## src/rtl/spi_rx_pkg.sv

```systemverilog
`default_nettype none
// spi_rx_pkg: shared types and constants for the SPI frame receiver.
package spi_rx_pkg;

   typedef enum logic [2:0] {
      IDLE    = 3'd0,
      HEADER  = 3'd1,
      PAYLOAD = 3'd2,
      LABEL   = 3'd3,
      DONE    = 3'd4,
      WAIT_SS = 3'd5
   } rx_state_t;

   localparam int HDR_TRAIN_BIT = 0;

endpackage
`default_nettype wire

```

## src/rtl/spi_bit_deser.sv

```systemverilog
`default_nettype none
// spi_bit_deser: synchronises the SPI pins, samples MOSI on SCK rising edges
// and emits a one-cycle word_done pulse with the assembled word.
module spi_bit_deser #(
   parameter int DATA_W      = 8,
   parameter int LSB_FIRST   = 1,
   parameter int SYNC_STAGES = 2
) (
   input  logic              clk,
   input  logic              rst,
   input  logic              sck,
   input  logic              ss_n,
   input  logic              mosi,
   output logic [DATA_W-1:0] word,
   output logic              word_done,
   output logic              ss_fall,
   output logic              ss_rise,
   output logic              ss_high
);

   localparam int CNT_W = (DATA_W > 1) ? $clog2(DATA_W) : 1;
   localparam logic [CNT_W-1:0] LAST_BIT = CNT_W'(DATA_W - 1);

   logic [SYNC_STAGES-1:0] sck_sync;
   logic [SYNC_STAGES-1:0] ss_sync;
   logic [SYNC_STAGES-1:0] mosi_sync;
   logic                   sck_prev;
   logic                   ss_prev;
   logic [CNT_W-1:0]       bit_cnt;
   logic [DATA_W-1:0]      shift_next;
   logic                   sck_cur;
   logic                   ss_cur;
   logic                   mosi_cur;
   logic                   sck_rise;

   assign sck_cur  = sck_sync[SYNC_STAGES-1];
   assign ss_cur   = ss_sync[SYNC_STAGES-1];
   assign mosi_cur = mosi_sync[SYNC_STAGES-1];
   assign sck_rise = ~sck_prev & sck_cur;
   assign ss_high  = ss_cur;

   generate
      if (LSB_FIRST != 0) begin : g_lsb_first
         assign shift_next = {mosi_cur, word[DATA_W-1:1]};
      end else begin : g_msb_first
         assign shift_next = {word[DATA_W-2:0], mosi_cur};
      end
   endgenerate

   // Sync chains reset low so a select already asserted at reset release
   // produces no falling edge; the receiver waits for a fresh frame.
   always_ff @(posedge clk) begin
      if (rst) begin
         sck_sync  <= '0;
         ss_sync   <= '0;
         mosi_sync <= '0;
         sck_prev  <= 1'b0;
         ss_prev   <= 1'b0;
         bit_cnt   <= '0;
         word      <= '0;
         word_done <= 1'b0;
         ss_fall   <= 1'b0;
         ss_rise   <= 1'b0;
      end else begin
         sck_sync[0]  <= sck;
         ss_sync[0]   <= ss_n;
         mosi_sync[0] <= mosi;
         for (int i = 1; i < SYNC_STAGES; i++) begin
            sck_sync[i]  <= sck_sync[i-1];
            ss_sync[i]   <= ss_sync[i-1];
            mosi_sync[i] <= mosi_sync[i-1];
         end
         sck_prev  <= sck_cur;
         ss_prev   <= ss_cur;
         ss_fall   <= ss_prev & ~ss_cur;
         ss_rise   <= ~ss_prev & ss_cur;
         word_done <= 1'b0;
         if (ss_cur) begin
            bit_cnt <= '0;
         end else if (sck_rise) begin
            word <= shift_next;
            if (bit_cnt == LAST_BIT) begin
               bit_cnt   <= '0;
               word_done <= 1'b1;
            end else begin
               bit_cnt <= bit_cnt + 1'b1;
            end
         end
      end
   end

endmodule
`default_nettype wire

```

## src/rtl/spi_frame_receiver.sv

```systemverilog
`default_nettype none
// spi_frame_receiver: frames SPI words into header/payload/label, buffers
// payload words in a one-entry valid/ready register and decodes the label.
module spi_frame_receiver
   import spi_rx_pkg::*;
#(
   parameter int DATA_W      = 8,
   parameter int N_PAYLOAD   = 784,
   parameter int NUM_CLASSES = 10,
   parameter int LSB_FIRST   = 1,
   parameter int SYNC_STAGES = 2
) (
   input  logic                         clk,
   input  logic                         rst,
   input  logic                         sck,
   input  logic                         ss_n,
   input  logic                         mosi,
   input  logic                         data_ready,
   output logic                         word_valid,
   output logic [DATA_W-1:0]            word_data,
   output logic [$clog2(N_PAYLOAD)-1:0] word_addr,
   output logic                         train_mode,
   output logic [NUM_CLASSES-1:0]       expected_label,
   output logic                         calculate_cost,
   output logic                         frame_done,
   output logic                         overrun,
   output logic                         frame_err,
   output logic                         busy
);

   localparam int ADDR_W = $clog2(N_PAYLOAD);
   localparam logic [ADDR_W-1:0] LAST_ADDR   = ADDR_W'(N_PAYLOAD - 1);
   localparam logic [DATA_W:0]   CLASS_LIMIT = (DATA_W + 1)'(NUM_CLASSES);

   rx_state_t               state;
   rx_state_t               state_next;
   logic [DATA_W-1:0]       word;
   logic                    word_done;
   logic                    ss_fall;
   logic                    ss_rise;
   logic                    ss_high;
   logic                    accept;
   logic                    abort;
   logic                    done_now;
   logic                    label_ok;
   logic [ADDR_W-1:0]       addr_cnt;
   logic [NUM_CLASSES-1:0]  label_onehot;

   spi_bit_deser #(
      .DATA_W      (DATA_W),
      .LSB_FIRST   (LSB_FIRST),
      .SYNC_STAGES (SYNC_STAGES)
   ) u_deser (
      .clk       (clk),
      .rst       (rst),
      .sck       (sck),
      .ss_n      (ss_n),
      .mosi      (mosi),
      .word      (word),
      .word_done (word_done),
      .ss_fall   (ss_fall),
      .ss_rise   (ss_rise),
      .ss_high   (ss_high)
   );

   assign accept       = word_done & ~ss_rise;
   assign label_onehot = {{(NUM_CLASSES-1){1'b0}}, 1'b1} << word;
   assign busy         = (state != IDLE);

   always_ff @(posedge clk) begin
      if (rst) begin
         state <= IDLE;
      end else begin
         state <= state_next;
      end
   end

   always_comb begin
      state_next = state;
      abort      = 1'b0;
      done_now   = 1'b0;
      case (state)
         IDLE: begin
            if (ss_fall) state_next = HEADER;
         end
         HEADER: begin
            if (ss_rise) begin
               abort      = 1'b1;
               state_next = IDLE;
            end else if (word_done) begin
               state_next = PAYLOAD;
            end
         end
         PAYLOAD: begin
            if (ss_rise) begin
               abort      = 1'b1;
               state_next = IDLE;
            end else if (word_done && addr_cnt == LAST_ADDR) begin
               state_next = train_mode ? LABEL : DONE;
            end
         end
         LABEL: begin
            if (ss_rise) begin
               abort      = 1'b1;
               state_next = IDLE;
            end else if (word_done) begin
               state_next = DONE;
            end
         end
         DONE: begin
            // Hold off completion until the last payload word has been taken.
            if (!word_valid) begin
               done_now   = 1'b1;
               state_next = WAIT_SS;
            end
         end
         WAIT_SS: begin
            if (ss_high) state_next = IDLE;
         end
         default: state_next = IDLE;
      endcase
   end

   always_ff @(posedge clk) begin
      if (rst) begin
         word_valid     <= 1'b0;
         word_data      <= '0;
         word_addr      <= '0;
         train_mode     <= 1'b0;
         expected_label <= '0;
         calculate_cost <= 1'b0;
         frame_done     <= 1'b0;
         overrun        <= 1'b0;
         frame_err      <= 1'b0;
         label_ok       <= 1'b0;
         addr_cnt       <= '0;
      end else begin
         frame_done     <= done_now;
         calculate_cost <= done_now & train_mode & label_ok;
         if (word_valid && data_ready) word_valid <= 1'b0;
         if (abort) frame_err <= 1'b1;
         case (state)
            HEADER: begin
               if (accept) begin
                  train_mode     <= word[HDR_TRAIN_BIT];
                  expected_label <= '0;
                  label_ok       <= 1'b0;
                  overrun        <= 1'b0;
                  frame_err      <= 1'b0;
                  addr_cnt       <= '0;
               end
            end
            PAYLOAD: begin
               if (accept) begin
                  // A word arriving on the transfer cycle refills the slot directly.
                  if (!word_valid || data_ready) begin
                     word_valid <= 1'b1;
                     word_data  <= word;
                     word_addr  <= addr_cnt;
                  end else begin
                     overrun <= 1'b1;
                  end
                  if (addr_cnt != LAST_ADDR) addr_cnt <= addr_cnt + 1'b1;
               end
            end
            LABEL: begin
               if (accept) begin
                  if ({1'b0, word} < CLASS_LIMIT) begin
                     expected_label <= label_onehot;
                     label_ok       <= 1'b1;
                  end else begin
                     expected_label <= '0;
                     label_ok       <= 1'b0;
                     frame_err      <= 1'b1;
                  end
               end
            end
            default: ;
         endcase
      end
   end

endmodule
`default_nettype wire

```

## config.mk

```make
export PLATFORM = sky130hd
export DESIGN_NAME = spi_frame_receiver
export DESIGN_NICKNAME = d
export VERILOG_FILES = /design/src/rtl/spi_rx_pkg.sv /design/src/rtl/spi_bit_deser.sv /design/src/rtl/spi_frame_receiver.sv
export SDC_FILE = /design/constraint.sdc
export NUM_CORES = 1
export LEC_CHECK = 0
export CAP_MARGIN = 20
export CORE_MARGIN = 8
export CORE_UTILIZATION = 60
export CTS_BUF_LIST = sky130_fd_sc_hd__clkbuf_4
export CTS_CLUSTER_SIZE = 20
export DETAILED_ROUTE_END_ITERATION = 16
export DONT_BUFFER_PORTS = 1
export GPL_TIMING_DRIVEN = 0
export PLACE_DENSITY = 0.76
export SYNTH_ARGS = -nofsm -noshare
export SYNTH_HDL_FRONTEND = slang
export SYNTH_HIERARCHICAL = 1
export SYNTH_SLANG_ARGS = --single-unit
export TNS_END_PERCENT = 10
```

## constraint.sdc

```tcl
create_clock -name clk -period 4.4 [get_ports clk]
set_clock_uncertainty 0.1 [all_clocks]
set_input_delay 0.22 -clock clk [delete_from_list [all_inputs] [get_ports clk]]
set_output_delay 0.22 -clock clk [all_outputs]
set_load 0.05 [all_outputs]
```

======== Word-level counts from Yosys, hierarchy flattened ========
Index checks and enable logic that the tools add are counted.
W data, S select, Z words.
word-level totals
  bits in registers ....................... 70
  output and inout port bits .............. 35
  word-level logic and storage cells ...... 114
operators by class
  add/subtract/negate cells ............... 2
  $lt $le $gt $ge ......................... 1
  equal/unequal tests ..................... 19
  shift operators ......................... 1
  multiplexer cells ....................... 40
  bitwise gates (word level) .............. 11
  reductions and logical operators ........ 18
operators with widths
  cell                     number
  $mux W10                 5
  $pmux W10 S2             2
  $mux W3                  11
  $mux W1                  18
  $pmux W3 S6              1
  $ne A2 B2 Y1 const B     6
  $add A10 B1 Y10 const B  1
  $eq A10 B10 Y1 const B   1
  $ne A10 B10 Y1 const B   1
  $shl A1 B8 Y10 const A   1
  $eq A3 B3 Y1 const B     3
  $lt A8 B4 Y1 const B     1
  $reduce_and A4 Y1        2
  $and A1 B1 Y1            6
  $eq A3 B2 Y1 const B     2
  $ne A3 B1 Y1 const B     2
  $pmux W1 S2              3
  $reduce_and A3 Y1        2
  $reduce_and A6 Y1        1
  $reduce_or A3 Y1         2
  $not A1 Y1               5
  $ne A2 B1 Y1 const B     2
  $reduce_and A2 Y1        2
  $reduce_bool A2 Y1       2
  9 further kinds          10

======== Logic depth before layout (Yosys ltp) ========
Gate-level depths: netlist of the first run.
  word-level depth ........................ 7
  gate-level depth with buffers ........... 7

======== Cells and area by module ========
The synthesis of the first run kept the hierarchy.
by module, submodules not included
  module              instances  cells each  area an instance (µm²)  sequential area each (µm²)
  spi_frame_receiver  1          224         2113.3                  960.9
  spi_bit_deser       1          74          747.0                   440.4

======== Worst setup path after synthesis of the first run ========
OpenSTA, ideal clock, no wires.
  kind .................................... register to register
  start ................................... reg word_valid
  end ..................................... reg word_addr[0]
  arrival time ............................ 1.661 ns
  slack ................................... 2.511 ns
  stages on the path, launching flop included .. 7
  path buffers ............................ 2
  clock period less this slack ............ 1.889 ns
  cells stage by stage .................... dfxtp_1 -> nand2b_1 -> nand3_1 -> buf_2 -> buf_2 -> mux2i_1 -> nor2_1
between the ends
  longest elaborated chain between the ends .. 3
RTL lines
  element                             line                       text
  start: declaration                  spi_frame_receiver.sv:19   output logic word_valid,
  start signal: assignment            spi_frame_receiver.sv:126  word_valid <= 1'b0;
  start signal: assignment            spi_frame_receiver.sv:140  if (word_valid && data_ready) word_valid <= 1'b0;
  start signal: assignment            spi_frame_receiver.sv:157  word_valid <= 1'b1;
  $logic_not A1 Y1                    spi_frame_receiver.sv:156  if (!word_valid || data_ready) begin
  $logic_or A1 B1 Y1                  spi_frame_receiver.sv:156
  $reduce_and A3 Y1 (no source line)  n/a
  end signal: assignment              spi_frame_receiver.sv:159  word_addr <= addr_cnt;
  end: declaration                    spi_frame_receiver.sv:21   output logic [$clog2(N_PAYLOAD)-1:0] word_addr,
Every way passes these cells.
A chain may end at the register's enable or synchronous reset.

======== Worst setup path after layout of the first run ========
  start ................................... reg word_valid
  end ..................................... reg word_addr[5]
Same word-level chain as after synthesis.

==> impl_metrics.json, run 1 <==
{
  "p_total_mw": 1.06,
  "multi_input_area_mm2": 0.00131,
  "layout-drive-gt1-share": 0.138,
  "fmax_ghz": 0.454,
  "use_met2": 0.292,
  "syn_area_per_cell_um2": 9.60,
  "synth_area_mm2": 0.00286,
  "drt_iter0_markers": 134,
  "clk_pin_slew_ps": 120,
  "p_seq_frac": 0.602,
  "grt_pass1_wl_um": 10300,
  "rows": 25,
  "ir_worst_vdd_mv": 0.244,
  "fin_crit_ps": 2200,
  "drt-total-wl_um": 6200,
  "firstDrtPassIters": 4,
  "worstPathArrival_ps": 2390,
  "ys.warnings.count": 6,
  "tns_ps": 0,
  "place_congestion": 0.840,
  "slew_headroom": 0.511,
  "drv_cap": 0,
  "worstMarginPinSlew_ps": 727,
  "vias": 2228,
  "rsz0062_at_grt": "false",
  "die_y_um": 85.0,
  "drtAntennaViolNets": 0,
  "hold_viol": 0,
  "grt_use_total": 0.178,
  "grtUsageMet3": 0.0560,
  "grtUsageMet1": 0.207,
  "slew_viol_final": 0,
  "pwr-share-clk": 0.368,
  "cts_root_buffer": "clkbuf_4",
  "yosysSeqAreaShare": 0.490,
  "p_int_mw": 0.820,
  "ios": 41,
  "cp_max_fo": 10,
  "startpoint_type": "flop",
  "regArea_mm2": 0.00140,
  "status": "completed",
  "top_usage_layer": "met2",
  "cts_tree": "done",
  "yosysUniqueCellTypes": 50,
  "r2r_slack_ps": 2200,
  "async_reset_ff_frac": 0,
  "p_sw_frac": 0.229,
  "synth.top_cell.area_share": 0.490,
  "synth_top_cells_by_area": "dfxtp_1 (49%), mux2i_1 (7.7%), nor2_1 (5.0%)",
  "p_switching_mw": 0.243,
  "die_w_um": 85.0,
  "combPwrFrac": 0.030,
  "r2r_start": "word_valid",
  "worstReg2RegEnd": "word_addr[5]",
  "clk_latency_ps": 400,
  "synth_seq_cells": 70,
  "min_period_over_period": 0.500,
  "setup_viol": 0,
  "cts_num_sinks": 70,
  "critPathLaunch": "word_valid",
  "vias_per_cell": 5.97,
  "cts_buffer_depth": 2,
  "layout.nets": 323,
  "dpl.hpwl_um": 4260,
  "holdCritPathClass": "in2reg",
  "core_area_mm2": 0.00466,
  "layout_common_cells": "dfxtp_1 (70), nor2_1 (38), nand2_1 (28), a21oi_1 (24), mux2i_1 (22)",
  "crit_type": "reg2reg",
  "route.detailed.drc": 0,
  "grt_pass1_vias": 2102,
  "final_common_cell": "dfxtp_1",
  "fill_cells": 365,
  "synth-edff-count": 0,
  "crit_end": "word_addr[5]",
  "synth_top_area_cell": "dfxtp_1",
  "r2r_cells": 6,
  "htreeDepth": 3,
  "die_area_mm2": 0.00723,
  "end_kind": "flop",
  "synth_fp_nets": 307,
  "ys.flop_type": "dfxtp_1",
  "cp.required_ps": 4590,
  "cts_made_buffers": 9,
  "power-per-cell-area_mw_per_mm2": 342,
  "initial_core_util": 0.614,
  "grt_max_degree": 13,
  "grt-ovfl-total": 0,
  "synthCells": 298,
  "wl_per_cell_um": 16.6,
  "leakagePower_nw": 1.22,
  "diodes": 0,
  "port_buffers": 0,
  "antenna_found_initial": 0,
  "area_delta_synth_final_pct": 8.75
}
## Yosys cell counts, drive strengths merged, types with 6 or more instances
cell type,instances
inv,6
nand2,28
nor2b,12
nand4,6
mux2i,22
nor2,38
buf,12
a21oi,25
dfxtp,70
clkbuf,7
or4,6
## critical path, cell delays in order, from the launching register on
cell and delay [ps]:
dfxtp_1 700, nand2b_1 200, nand3_1 120, buf_2 290, buf_2 370, mux2i_1 250
nor2_1 60
## timing repair
action,in CTS,in global routing
endpoints found under the hold margin,12,0
gates resized for setup,0,0
buffers inserted,0,0
hold buffers,5,0
## flip-flops by register name, summed over array words and instances (netlist names), 2 cells and up
name,flops
addr_cnt,10
expected_label,10
word_addr,10
u_deser/word,8
word_data,8
state,3
u_deser/bit_cnt,3
u_deser/mosi_sync,2
u_deser/sck_sync,2
u_deser/ss_sync,2
## kinds of logic after synthesis
logic type	count (synthesis)	synth area share
and+or+nand+nor	125	0.241
DFF	70	0.490
AOI/OAI and AO/OA	52	0.122
buffers and inverters	25	0.0538
muxes	22	0.0770
adders and majority gates	3	0.0131
xor gates and xnor gates	1	0.00306
## layer usage
metal	wire (µm)	vias to the layer above
met5	0	-
met4	61	0
met2	3060	58
met3	393	8
li1	-	1088
met1	2680	1074
## power groups by stage
| stage | Combinational (mW) | Clock (mW) | Sequential, mW |
|---|---|---|---|
| after detailed placement | 0.0274 | 0 | 0.654 |
| final | 0.0314 | 0.391 | 0.640 |
| after floorplan | 0.0215 | 0 | 0.654 |
| after CTS | 0.0315 | 0.400 | 0.640 |
| after global routing | 0.0346 | 0.431 | 0.641 |
| after global placement | 0.0268 | 0 | 0.654 |
## through the flow
stage	cells	instance area (µm²)	setup slack, ps	util	hold slack, ps
5_1_grt	373	3110	2050	0.667	11.0
2_1_floorplan	298	2860	2510	-	199
6_report	373	3110	2200	0.667	30.0
3_3_place_gp	352	2930	2250	0.628	203
4_1_cts	373	3110	2190	0.667	0.862
3_5_place_dp	352	2930	2200	0.628	207
## layout make-up
type,count,share of cell area
inverter,6,0.00724
buffer,19,0.0422
timing repair buffer,5,0.0161
sequential,70,0.451
clock inverter,7,0.0209
tap,54,0.0217
multi-input combinational,203,0.420
clock buffer,9,0.0217
## worst min-delay path by stage
stage / start / to / slack, ps / cells past startpoint
global placement: rst / u_deser/ss_prev / 200 / 1
detailed placement: rst / u_deser/ss_prev / 210 / 1
CTS: rst / state[2] / 0.9 / 2
floorplan: rst / u_deser/ss_prev / 200 / 1
finish: rst / state[2] / 30 / 2
global route: rst / state[2] / 10 / 2
No activity file was read; power rests on OpenSTA's default activity.
==> run 2: changes to the inputs <==
--- a/config.mk
+++ b/config.mk
@@ -5,6 +5,7 @@
 export SDC_FILE = /design/constraint.sdc
 export NUM_CORES = 1
 export LEC_CHECK = 0
+export ABC_AREA = 1
 export CAP_MARGIN = 20
 export CORE_MARGIN = 8
 export CORE_UTILIZATION = 60
==> constraint.sdc (replaced) <==
create_clock -name clk -period 2.3 [get_ports clk]
set_clock_uncertainty 0.1 [all_clocks]
set_input_delay 0.115 -clock clk [delete_from_list [all_inputs] [get_ports clk]]
set_output_delay 0.115 -clock clk [all_outputs]
set_load 0.05 [all_outputs]
==> run 2 against run 1 <==
  * Maximum frequency rose by 15%
  * Register-to-register slack got worse by 1800 ps
  * Highest routed layer unchanged
  * Non-clock buffer count fell by 5
  * Cell count rose by 35%
==> impl_metrics.json, run 2 <==
{
  "p_int_mw": 1.84,
  "drt-total-wl_um": 6840,
  "cts_buffer_depth": 2,
  "p_total_mw": 2.66,
  "port_buffers": 0,
  "vias_per_cell": 5.20,
  "synthTopCellsByCount": "nor2_1 (85), nand2_1 (77), dfxtp_1 (70), inv_1 (44), a21oi_1 (24)",
  "async_reset_ff_frac": 0,
  "leakagePower_nw": 1.39,
  "initial_core_util": 0.613,
  "worstPathBufferInverterCount": 0,
  "crit_type": "reg2reg",
  "power-per-cell-area_mw_per_mm2": 779,
  "cts_root_buffer": "clkbuf_4",
  "vias": 2623,
  "ys.warnings.count": 6,
  "post-route-util": 0.676,
  "layout_common_cells": "nor2_1 (85), nand2_1 (77), dfxtp_1 (70), inv_1 (44), a21oi_1 (24)",
  "yosysUniqueCellTypes": 36,
  "worstMarginPinSlew_ps": 664,
  "diodes": 0,
  "setup_viol": 0,
  "critPathTopFamily": "simple AND/OR/NAND/NOR gates",
  "drv_cap": 0,
  "syn_area_per_cell_um2": 7.52,
  "die_area_mm2": 0.00771,
  "fin_ws_ps": 384,
  "firstDrtPassIters": 4,
  "grt_pass1_vias": 2518,
  "tns_ps": 0,
  "fin_crit_ps": 1920,
  "core_area_mm2": 0.00504,
  "reg_top3": "addr_cnt x10, expected_label x10, word_addr x10",
  "p_seq_frac": 0.499,
  "dpl.cell_count": 481,
  "end_kind": "flop",
  "synth_fp_nets": 420,
  "holdCritPathClass": "in2reg",
  "status": "completed",
  "grt_pass1_wl_um": 11600,
  "cp.required_ps": 2480,
  "crit_chain": "ha_1 -> nand2_1 -> nor2_4 -> nand3_2 -> a21oi_4 -> nor2_1 -> nor2_1 -> nor2_1",
  "cts_num_sinks": 70,
  "grt_max_degree": 12,
  "worstPathArrival_ps": 2100,
  "antenna_found_initial": 0,
  "clk_pin_slew_ps": 110,
  "slowest_stage": "dfxtp_1",
  "synth.top_cell.area_share": 0.453,
  "cp_common_cell": "nor2_1",
  "die_y_um": 87.8,
  "pwr-share-clk": 0.320,
  "cts_tree": "done",
  "clk_latency_ps": 410,
  "drtAntennaViolNets": 0,
  "layout-drive-gt1-share": 0.131,
  "dpl.hpwl_um": 4890,
  "synth-edff-count": 0,
  "max_stage_delay_ps": 470,
  "hold_ws_ps": 52.1,
  "grt_use_total": 0.196,
  "rsz0062_at_grt": "false",
  "startpoint_type": "flop",
  "p_switching_mw": 0.812,
  "synthCells": 411,
  "yosysSeqAreaShare": 0.453,
  "combPwrFrac": 0.182,
  "drt_iter0_markers": 126,
  "fmax_ghz": 0.522,
  "ys.flop_type": "dfxtp_1",
  "slew_headroom": 0.557,
  "hold_viol": 0,
  "layout.nets": 439,
  "grt-ovfl-total": 0,
  "die_w_um": 87.8,
  "place_congestion": 0.871,
  "min_period_over_period": 0.833,
  "area_delta_synth_final_pct": 10.3,
  "synth_area_mm2": 0.00309,
  "ios": 41,
  "cp_max_fo": 8,
  "final_common_cell": "nor2_1",
  "stdcell_area_mm2": 0.00341,
  "place_ws_ps": 432,
  "wl_per_cell_um": 13.6,
  "cts_made_buffers": 9,
  "ir_worst_vdd_mv": 0.540,
  "htreeDepth": 3,
  "stdcell_count": 504,
  "slew_viol_final": 0,
  "route.detailed.drc": 0,
  "yosysMostFrequentCell": "nor2_1",
  "synth_seq_cells": 70,
  "cts.repair.resized": 0,
  "p_sw_frac": 0.306,
  "synth_top_cells_by_area": "dfxtp_1 (45%), nor2_1 (10%), nand2_1 (9.3%)",
  "placed_cell_area_mm2": 0.00318,
  "rows": 26,
  "synth_top_area_cell": "dfxtp_1"
}
-- run 2: changes by cell type in the layout (fill, tap and decap cells not counted), sizes merged, moves of 16 or more --
cell,before,now
inv,6,48
mux2i,22,0
nand2,28,84
nand3,5,21
nor2,38,91
o21ai,5,27
-- run 2: layer usage --
| layer | up-vias | part of all wire | track usage |
|---|---|---|---|
| li1 | 1351 | - | - |
| met1 | 1195 | 0.42 | 0.224 |
| met2 | 63 | 0.47 | 0.311 |
| met3 | 14 | 0.084 | 0.0732 |
| met4 | 0 | 0.024 | 0.102 |
| met5 | - | 0 | 0 |
-- run 2: cell type report --
cell class,instances,area [µm²]
fillers,443,1630
multi-input cells,282,1420
clock buffers,10,75.1
repair buffers,8,80.1
plain buffers,11,86.3
flip-flops and latches,70,1400
well taps,70,87.6
inverters,48,185
clock inverters,5,75.1
-- run 2: what timing repair did --
item | 4_1_cts | 5_1_grt
buffers inserted | 0 | 0
endpoints found under the hold margin | 30 | 0
hold buffers | 8 | 0
-- run 2: logic make-up (layout without fill, tap and decap cells) --
family	count (synthesis)	after routing	share of synthesized area
buf+inv	59	82	0.0878
compound gates	67	67	0.134
flops	70	70	0.453
simple gates	212	212	0.312
fa+ha+maj	3	3	0.0121
-- run 2: path summary, 6_finish.rpt --
path                                          from                  to  slack, ps  depth (start not counted)
worst max-delay path                   addr_cnt[0]         addr_cnt[9]        380                          8
worst min-delay path                           rst   expected_label[0]         50                          2
worst max register to register         addr_cnt[0]         addr_cnt[9]        380                          8
worst min register to register  u_deser/ss_sync[0]  u_deser/ss_sync[1]        320                          2
-- run 2: power by group through the flow --
stage	logic [mW]	registers, mW	clock network, mW
final	0.482	1.32	0.849
after global routing	0.537	1.33	0.925
after CTS	0.482	1.32	0.866
after detailed placement	0.468	1.35	0
after global placement	0.460	1.35	0
after floorplan	0.400	1.34	0
